### config.mk
export PLATFORM = sky130hd
export DESIGN_NAME = mesh_link_arbiter
export DESIGN_NICKNAME = d
export VERILOG_FILES = /design/src/rtl/mesh_link_pkg.sv /design/src/rtl/rr_picker.sv /design/src/rtl/mesh_link_arbiter.sv
export SDC_FILE = /design/constraint.sdc
export NUM_CORES = 1
export LEC_CHECK = 0
export BUFFER_PORTS_ARGS = -buffer_cell sky130_fd_sc_hd__buf_2
export CORE_MARGIN = 2
export CORE_UTILIZATION = 40
export CTS_CLUSTER_DIAMETER = 200
export DETAILED_ROUTE_END_ITERATION = 16
export GPL_ROUTABILITY_DRIVEN = 0
export PLACE_DENSITY = 0.67
export SYNTH_ARGS = -nofsm -noshare
export SYNTH_HDL_FRONTEND = slang
export SYNTH_HIERARCHICAL = 1
export SYNTH_SLANG_ARGS = --single-unit
export TNS_END_PERCENT = 100
### constraint.sdc
create_clock -name HCLK -period 2.8 [get_ports HCLK]
set_input_delay 0.42 -clock HCLK [delete_from_list [all_inputs] [get_ports HCLK]]
set_output_delay 0.42 -clock HCLK [all_outputs]
set_load 0.02 [all_outputs]
### src/rtl/mesh_link_pkg.sv
// mesh_link_pkg: shared state type, header layout and packet-length decode for the mesh link arbiter
package mesh_link_pkg;

    localparam int WORD_CNT_W = 7;

    // Header word layout: [31:24] mes_type, [23:16] des_addr, [15:8] byte_len, [7:0] source
    localparam int HDR_FIELD_W  = 8;
    localparam int HDR_LEN_LSB  = 8;

    typedef struct packed {
        logic [7:0] mes_type;
        logic [7:0] des_addr;
        logic [7:0] byte_len;
        logic [7:0] source;
    } hdr_t;

    typedef enum logic [2:0] {
        IDLE,
        SEND,
        WAIT_RLS,
        WAIT_ACKLO,
        NEXT
    } state_t;

    // Header word plus one word per started group of four payload bytes (1..65)
    function automatic logic [WORD_CNT_W-1:0] HDR_WORDS(input logic [HDR_FIELD_W-1:0] byte_len);
        return WORD_CNT_W'((10'(byte_len) + 10'd3) / 10'd4 + 10'd1);
    endfunction

endpackage

### src/rtl/rr_picker.sv
// rr_picker: combinational round-robin picker, first request at or after ptr with wrap
module rr_picker #(
    parameter int N_PORTS = 4,
    localparam int IW = $clog2(N_PORTS)
) (
    input  logic [N_PORTS-1:0] req,
    input  logic [IW-1:0]      ptr,
    output logic               gnt_valid,
    output logic [IW-1:0]      gnt_idx
);

    logic [IW:0]   s;
    logic [IW-1:0] idx;

    // Scan from farthest to nearest offset so the nearest requester is the last writer
    always_comb begin
        gnt_valid = 1'b0;
        gnt_idx = '0;
        s = '0;
        idx = '0;
        for (int i = N_PORTS - 1; i >= 0; i--) begin
            s = {1'b0, ptr} + (IW+1)'(i);
            idx = s >= (IW+1)'(N_PORTS) ? IW'(s - (IW+1)'(N_PORTS)) : IW'(s);
            if (req[idx]) begin
                gnt_valid = 1'b1;
                gnt_idx = idx;
            end
        end
    end

endmodule

### src/rtl/mesh_link_arbiter.sv
// mesh_link_arbiter: packet-granular round-robin arbiter sharing one 4-phase mesh link
module mesh_link_arbiter
    import mesh_link_pkg::*;
#(
    parameter int N_PORTS = 4
) (
    input  logic                   HCLK,
    input  logic                   HRESET,
    input  logic [N_PORTS-1:0]     In_Req,
    input  logic [32*N_PORTS-1:0]  In_Data,
    output logic [N_PORTS-1:0]     In_Ack,
    output logic                   Out_Req,
    output logic [31:0]            Out_Data,
    input  logic                   Out_Ack,
    output logic [2:0]             Grant_Id,
    output logic                   Busy
);

    localparam int IW = $clog2(N_PORTS);

    state_t                state;
    logic [IW-1:0]         g;
    logic [IW-1:0]         ptr;
    logic [IW-1:0]         pick;
    logic                  pick_valid;
    logic [WORD_CNT_W-1:0] cnt;
    logic [31:0]           words [N_PORTS];

    for (genvar i = 0; i < N_PORTS; i++) begin : g_words
        assign words[i] = In_Data[32*i +: 32];
    end

    rr_picker #(.N_PORTS(N_PORTS)) u_picker (
        .req       (In_Req),
        .ptr       (ptr),
        .gnt_valid (pick_valid),
        .gnt_idx   (pick)
    );

    assign Grant_Id = 3'(g);
    assign Busy = state != IDLE;

    // Packet FSM: owner keeps the link for every word of its packet, handshakes relayed both ways
    always_ff @(posedge HCLK) begin
        if (HRESET) begin
            state <= IDLE;
            g <= '0;
            ptr <= '0;
            cnt <= '0;
            Out_Req <= 1'b0;
            Out_Data <= '0;
            In_Ack <= '0;
        end else begin
            case (state)
                IDLE: if (pick_valid) begin
                    state <= SEND;
                    g <= pick;
                    Out_Data <= words[pick];
                    Out_Req <= 1'b1;
                    cnt <= HDR_WORDS(words[pick][HDR_LEN_LSB +: HDR_FIELD_W]) - 1'b1;
                end
                SEND: if (Out_Ack) begin
                    In_Ack[g] <= 1'b1;
                    state <= WAIT_RLS;
                end
                WAIT_RLS: if (!In_Req[g]) begin
                    Out_Req <= 1'b0;
                    state <= WAIT_ACKLO;
                end
                WAIT_ACKLO: if (!Out_Ack) begin
                    In_Ack[g] <= 1'b0;
                    if (cnt == '0) begin
                        state <= IDLE;
                        ptr <= g == IW'(N_PORTS - 1) ? '0 : g + 1'b1;
                        g <= '0;
                    end else begin
                        cnt <= cnt - 1'b1;
                        state <= NEXT;
                    end
                end
                NEXT: if (In_Req[g]) begin
                    Out_Data <= words[g];
                    Out_Req <= 1'b1;
                    state <= SEND;
                end
                default: state <= IDLE;
            endcase
        end
    end

endmodule

After elaboration in Yosys (flattened, before gate mapping)
Cells that the tools add are included.
{ "totals": {"output_inout_bits": 41, "elab_cells": 120, "in_bits": 135, "ff_bits": 51} }
{ "classes": {"n_lt_le_gt_ge": 12, "n_reduce_logical": 15, "muxes": 56, "n_bitwise": 6, "n_addsub": 12, "eq_ne": 12} }
{ "ops": {"columns": ["op", "n"], "rows": [
  ["2-to-1 mux 32 bit", 6],
  ["binary-select mux 32 bit (select 2 bit)", 2],
  ["one-hot mux 32 bit (2 select lines)", 1],
  ["2-to-1 mux 2 bit", 12],
  ["2-to-1 mux 7 bit", 3],
  ["2-to-1 mux 3 bit", 6],
  ["greater-or-equal comparator 3 bit, second input constant", 5],
  ["less-than comparator 2 x 3 -> 1 bit, second input constant", 5],
  ["one-hot mux 3 bit (5 select lines)", 1],
  ["inequality test 2 bit, second input constant", 7],
  ["one-hot mux 7 bit (2 select lines)", 1],
  ["subtractor 7 x 1 -> 7 bit, second input constant", 2],
  ["2-to-1 mux 1 bit", 13],
  ["AND reduction 4 bit", 3],
  ["binary-select mux 1 bit (select 2 bit)", 5],
  ["adder 8 x 2 -> 9 bit, second input constant", 1],
  ["AND reduction 3 bit", 3],
  ["2-to-1 mux 4 bit", 2],
  ["one-hot mux 4 bit (2 select lines)", 1],
  ["subtractor 2 x 1 -> 2 bit, second input constant", 4],
  ["adder 7 x 1 -> 7 bit, second input constant", 1],
  ["zero test 7 bit", 1],
  ["adder 2 x 2 -> 3 bit, second input constant", 2],
  ["equality test 3 x 2 -> 1 bit, second input constant", 2],
  ["20 further kinds", 24]
]} }

Logic depth before layout (Yosys ltp)
{ "depth": {"word_depth": 18, "ltp_mapped": 10, "depth_no_buf": 8} }

By module
Netlist, hierarchy kept.
{ "by_module_without_submodules": {"columns": ["mod", "seq_area_each_um2", "instances", "cells_each", "area_per_inst_um2"], "rows": [
  ["mesh_link_arbiter", 1021.0, 1, 371, 4329.2],
  ["rr_picker", 0.0, 1, 13, 77.6]
]} }

Least setup slack after synthesis
Ideal clock, no wire load.
{ "synth_timing": {"path_kind": "register to register", "from": "register ptr[1]", "to": "register cnt[5]", "required_time_ns": 2.697, "arrival_ns": 2.215, "n_path_buf": 1, "slack_ns": 0.481, "setup_time_ns": 0.103, "synth_period_minus_slack_ns": 2.319, "stages_incl_launch_ff": 10, "path_cell_list": "dfxtp_1 nand2b_1 a21oi_1 a211oi_2 buf_6 mux4_2 o211ai_4 nor2_2 xnor2_1 a2111oi_2"} }
{ "synth_via": {"elab_chain_cells": 18} }
{ "synth_rtl": {"columns": ["item", "line_no", "source"], "rows": [
  ["start, declared", "mesh_link_arbiter.sv:23", "logic [IW-1:0] ptr;"],
  ["start signal, assigned", "mesh_link_arbiter.sv:74", "ptr <= g == IW'(N_PORTS - 1) ? '0 : g + 1'b1;"],
  ["adder 2 x 2 -> 3 bit", "rr_picker.sv:22", "s = {1'b0, ptr} + (IW+1)'(i);"],
  ["greater-or-equal comparator 3 bit or subtractor 2 x 1 -> 2 bit (tied branches)", "rr_picker.sv:23", "idx = s >= (IW+1)'(N_PORTS) ? IW'(s - (IW+1)'(N_PORTS)) : IW'(s);"],
  ["2-to-1 mux 2 bit", "rr_picker.sv:23", null],
  ["binary-select mux 1 bit (select 2 bit)", "rr_picker.sv:24", "if (req[idx]) begin"],
  ["2-to-1 mux 1 bit (not written as such)", "rr_picker.sv:24", null],
  ["2-to-1 mux 2 bit (3 in series)", "rr_picker.sv:24", null],
  ["2-to-1 mux 2 bit *", "rr_picker.sv:24", null],
  ["via pick[0]", "mesh_link_arbiter.sv:24", "logic [IW-1:0] pick;"],
  ["NOT 2 -> 3 bit (not written as such) *", "mesh_link_arbiter.sv:60", "cnt <= HDR_WORDS(words[pick][HDR_LEN_LSB +: HDR_FIELD_W]) - 1'b1;"],
  ["binary-select mux 32 bit (select 2 bit) *", "mesh_link_arbiter.sv:60", null],
  ["2-to-1 mux 32 bit (not written as such) * (2 in series)", "mesh_link_arbiter.sv:60", null],
  ["adder 8 x 2 -> 9 bit *", "mesh_link_pkg.sv:27", "return WORD_CNT_W'((10'(byte_len) + 10'd3) / 10'd4 + 10'd1);"],
  ["adder 7 x 1 -> 7 bit *", "mesh_link_pkg.sv:27", null],
  ["subtractor 7 x 1 -> 7 bit *", "mesh_link_arbiter.sv:60", null],
  ["2-to-1 mux 7 bit *", "mesh_link_arbiter.sv:55", "IDLE: if (pick_valid) begin"],
  ["one-hot mux 7 bit (2 select lines) *", "mesh_link_arbiter.sv:54", "case (state)"],
  ["end signal, assigned", "mesh_link_arbiter.sv:60", null],
  ["end signal, assigned", "mesh_link_arbiter.sv:77", "cnt <= cnt - 1'b1;"],
  ["end, declared", "mesh_link_arbiter.sv:26", "logic [WORD_CNT_W-1:0] cnt;"]
]} }
Mark *: on every way through the listed nets, which the timed path passes. The rest lies on a longest branch. The select of a mux whose other input is x is not followed.
A chain may end at the register's enable or synchronous reset.

Worst setup path after layout
Same ends and word-level chain as after synthesis.

==> summary.json <==
{
  "first_global_vias": {"value": 3901},
  "critical-path-slowest-cell": {"value": "sky130_fd_sc_hd__mux4_2"},
  "switching_share": {"value": 37.84, "unit": "%"},
  "multiInputGateArea": {"value": 0.003156, "unit": "mm^2"},
  "timing.clock.skew": {"value": 0.01147, "unit": "ns"},
  "ys_types": {"value": 51},
  "synthToLayoutAreaGrowth": {"value": 24.08, "unit": "%"},
  "antenna_found_initial": {"value": 0},
  "grt_setup_unrepaired": {"value": "no"},
  "global_route.usage.total": {"value": 21.34, "unit": "%"},
  "grt_pass1_wl": {"value": 19720, "unit": "um"},
  "finalMaxSlewViolations": {"value": 0},
  "max_cap_violations": {"value": 0},
  "clock-root-buffer": {"value": "sky130_fd_sc_hd__clkbuf_8"},
  "drt_drc_violations_left": {"value": 0},
  "crit_type": {"value": "reg -> reg"},
  "path_cells": {"value": "nand2b_1 -> a21oi_1 -> a211oi_4 -> buf_12 -> mux4_2 -> o211ai_4 -> nor2_2 -> xnor2_1 -> a2111oi_2"},
  "ctsResizeCount": {"value": 0},
  "worst_setup_hold_path_clk_slew": {"value": 0.10, "unit": "ns"},
  "cp_top_family": {"value": "compound AO/OA/AOI/OAI gates"},
  "num_antenna_cells": {"value": 0},
  "irDropWorstVdd": {"value": 0.3109, "unit": "mV"},
  "fillerInstances": {"value": 987},
  "synthesis.nets": {"value": 525},
  "share_comb_of_total_power": {"value": 44.5, "unit": "%"},
  "cts_htree_levels": {"value": 2},
  "yosysWarningCount": {"value": 6},
  "setup_tns": {"value": 0, "unit": "ns"},
  "clkLatencyLatePin": {"value": 0.31, "unit": "ns"},
  "period_needed": {"value": 2.645, "unit": "ns"},
  "drt_pre_antenna_iters": {"value": 4},
  "finalCritPeriodShare": {"value": 94.48, "unit": "%"},
  "vias": {"value": 3868},
  "drtAntennaViolNets": {"value": 0},
  "p_clk_share": {"value": 17.6, "unit": "%"},
  "final_setup_viols": {"value": 0},
  "initial_core_util": {"value": 40.83, "unit": "%"},
  "row_count": {"value": 38},
  "clock_sink_count": {"value": 51},
  "p_per_area": {"value": 433.8, "unit": "mW/mm^2"},
  "dpl.cell_count": {"value": 673},
  "cts_hold_buf": {"value": 0},
  "layout_commonest_cell": {"value": "sky130_fd_sc_hd__buf_2"},
  "overflow": {"value": 0},
  "worst_max_slew_pin_slew": {"value": 0.7575, "unit": "ns"},
  "route.detailed.vias_per_inst": {"value": 5.697},
  "cts_post_setup_buffers_inserted": {"value": 0},
  "async_reset_ff_share": {"value": 0, "unit": "%"},
  "grt_max_degree": {"value": 65},
  "synth_area_per_cell": {"value": 11.48, "unit": "um^2"},
  "synth-edff-count": {"value": 0},
  "netlist_area": {"value": 0.004407, "unit": "mm^2"},
  "detail_route.wl_per_cell": {"value": 18.66, "unit": "um"},
  "die_x": {"value": 109.0, "unit": "um"},
  "tritoncts.num_buffers": {"value": 5},
  "max_freq": {"value": 378.0, "unit": "MHz"},
  "worst-endpoint-required": {"value": 3.01, "unit": "ns"},
  "drt_iter0_markers": {"value": 306},
  "timing.critical_path.from_type": {"value": "register"},
  "cts_buffer_depth": {"value": 2},
  "seq_area_frac_synth": {"value": 23.17, "unit": "%"},
  "layout.nets": {"value": 681},
  "critical_path.max_stage_delay": {"value": 0.57, "unit": "ns"},
  "sequential_cell_area": {"value": 0.001023, "unit": "mm^2"},
  "p_leak": {"value": 2.098, "unit": "nW"},
  "tritoncts_clock_tree": {"value": "built"},
  "max-slew-margin-rel": {"value": 49.50, "unit": "%"},
  "status": {"value": "complete, no violations"},
  "critical_path_buf_inv_count": {"value": 1},
  "most_used_cells_in_the_layout_excluding_fill_and_tap_cells": {"value": "sky130_fd_sc_hd__buf_2 (174), sky130_fd_sc_hd__mux4_2 (65), sky130_fd_sc_hd__dfxtp_1 (49), sky130_fd_sc_hd__nor2_1 (49), sky130_fd_sc_hd__mux2i_1 (34)"},
  "timing.critical_path.arrival": {"value": 2.86, "unit": "ns"},
  "netSwitchingPower": {"value": 0.8974, "unit": "mW"},
  "netlist_instances": {"value": 384},
  "core_area": {"value": 0.01079, "unit": "mm^2"},
  "synthesis_stage_register_bit_count": {"value": 51},
  "hold_violations": {"value": 0},
  "p_int": {"value": 1.474, "unit": "mW"},
  "fp.dieArea": {"value": 0.01187, "unit": "mm^2"},
  "critical_path.max_fanout": {"value": 14},
  "final-instance-count-excl-fill": {"value": 679},
  "wirelength": {"value": 12670, "unit": "um"},
  "layout-drive-gt1-share": {"value": 54.92, "unit": "%"},
  "port-buffer-count": {"value": 174},
  "critPathCaptureType": {"value": "register"},
  "dominantRegCellSynth": {"value": "sky130_fd_sc_hd__dfxtp_1"},
  "hp-class": {"value": "in -> reg"},
  "power.sequential.fraction": {"value": 37.9, "unit": "%"},
  "design.portCount": {"value": 176},
  "post-route-util": {"value": 50.66, "unit": "%"},
  "place.detailed.hpwl": {"value": 9672, "unit": "um"},
  "dieHeight": {"value": 109.0, "unit": "um"}
}
-- synthesized netlist by cell type (2+ instances only) --
cell / number / area (um^2)
sky130_fd_sc_hd__a211oi_1: 7 / 52.55
sky130_fd_sc_hd__a211oi_2: 29 / 362.9
sky130_fd_sc_hd__a21oi_1: 14 / 70.07
sky130_fd_sc_hd__a22oi_1: 2 / 15.01
sky130_fd_sc_hd__a311oi_1: 4 / 35.03
sky130_fd_sc_hd__buf_1: 4 / 15.01
sky130_fd_sc_hd__buf_2: 14 / 70.07
sky130_fd_sc_hd__buf_4: 4 / 30.03
sky130_fd_sc_hd__buf_6: 5 / 56.30
sky130_fd_sc_hd__clkbuf_1: 8 / 30.03
sky130_fd_sc_hd__dfxtp_1: 51 / 1021
sky130_fd_sc_hd__ha_1: 6 / 75.07
sky130_fd_sc_hd__inv_1: 9 / 33.78
sky130_fd_sc_hd__mux2i_1: 34 / 340.3
sky130_fd_sc_hd__mux4_2: 65 / 1464
sky130_fd_sc_hd__nand2_1: 13 / 48.80
sky130_fd_sc_hd__nand2b_1: 2 / 12.51
sky130_fd_sc_hd__nand3_1: 7 / 35.03
sky130_fd_sc_hd__nand3b_1: 2 / 15.01
sky130_fd_sc_hd__nor2_1: 50 / 187.7
sky130_fd_sc_hd__nor3_1: 9 / 45.04
sky130_fd_sc_hd__o211a_1: 2 / 20.02
sky130_fd_sc_hd__o21a_1: 2 / 15.01
sky130_fd_sc_hd__o21ai_0: 8 / 40.04
sky130_fd_sc_hd__or3_1: 3 / 18.77
sky130_fd_sc_hd__or3b_1: 2 / 17.52
sky130_fd_sc_hd__xnor2_1: 4 / 35.03
-- sequential cells by signal (all words and copies together), names as in the netlist, named ones only --
register / count
g: 2
ptr: 2
Out_Data: 32
state: 3
cnt: 7
Out_Req: 1
-- per-stage QoR --
stage	hold WS (ns)	cell area [um^2]	setup slack, ns	power [mW]
finish	0.4503	5468	0.1546	2.372
global route	0.4635	5468	0.003730	2.512
CTS	0.4417	5468	0.1462	2.397
detailed placement	0.4845	5391	0.08996	1.972
global placement	0.4857	5391	0.1233	1.939
floorplan	0.4656	4407	0.4814	1.659
-- cell families after synthesis --
family | after synthesis | share of synthesized area (%)
AOI/OAI and AO/OA | 82 | 16.84
xor gates and xnor gates | 5 | 0.9937
other | 1 | 0.08510
DFF | 51 | 23.17
and+or+nand+nor | 94 | 10.08
adders and majority gates | 6 | 1.704
buffers and inverters | 45 | 5.678
muxes | 100 | 41.45
-- power by group through the flow --
stage                     Sequential, mW  Combinational (mW)  Clock [mW]
after floorplan                    0.982               0.676           0
final                              0.899                1.06       0.417
after global placement             0.910                1.03           0
after global routing               0.913                1.14       0.455
after detailed placement           0.915                1.06           0
after CTS                          0.898                1.06       0.438
-- routing by layer --
| metal | global-route usage (%) | routed length [um] | vias up |
|---|---|---|---|
| met1 | 28.61 | 5499 | 1883 |
| met2 | 37.22 | 6406 | 141 |
| li1 | - | - | 1835 |
| met3 | 2.451 | 647 | 9 |
| met5 | 0 | 0 | - |
| met4 | 4.396 | 115 | 0 |
-- layout make-up --
class                   instances  area share (%)
clock inverters                 1          0.1373
clock buffers                   5           1.259
inverters                       9          0.6178
well taps                     140           3.204
flip-flops and latches         51           18.72
repair buffers                185           18.35
multi-input cells             288           57.71
-- worst paths after layout --
kind,cells past startpoint,end,from,slack (ns)
hold / removal,3,state[1],Out_Ack,0.45
setup reg to reg,9,cnt[5],ptr[1],0.15
hold reg to reg,2,Out_Data[23],Out_Data[23],0.50
setup / recovery,9,cnt[5],ptr[1],0.15
-- worst min-delay path: stages --
cell                       delay (ns)
sky130_fd_sc_hd__buf_2           0.15
sky130_fd_sc_hd__nand2_1         0.07
sky130_fd_sc_hd__a211oi_1        0.06
Note: power is estimated with default switching activity, not from simulation.
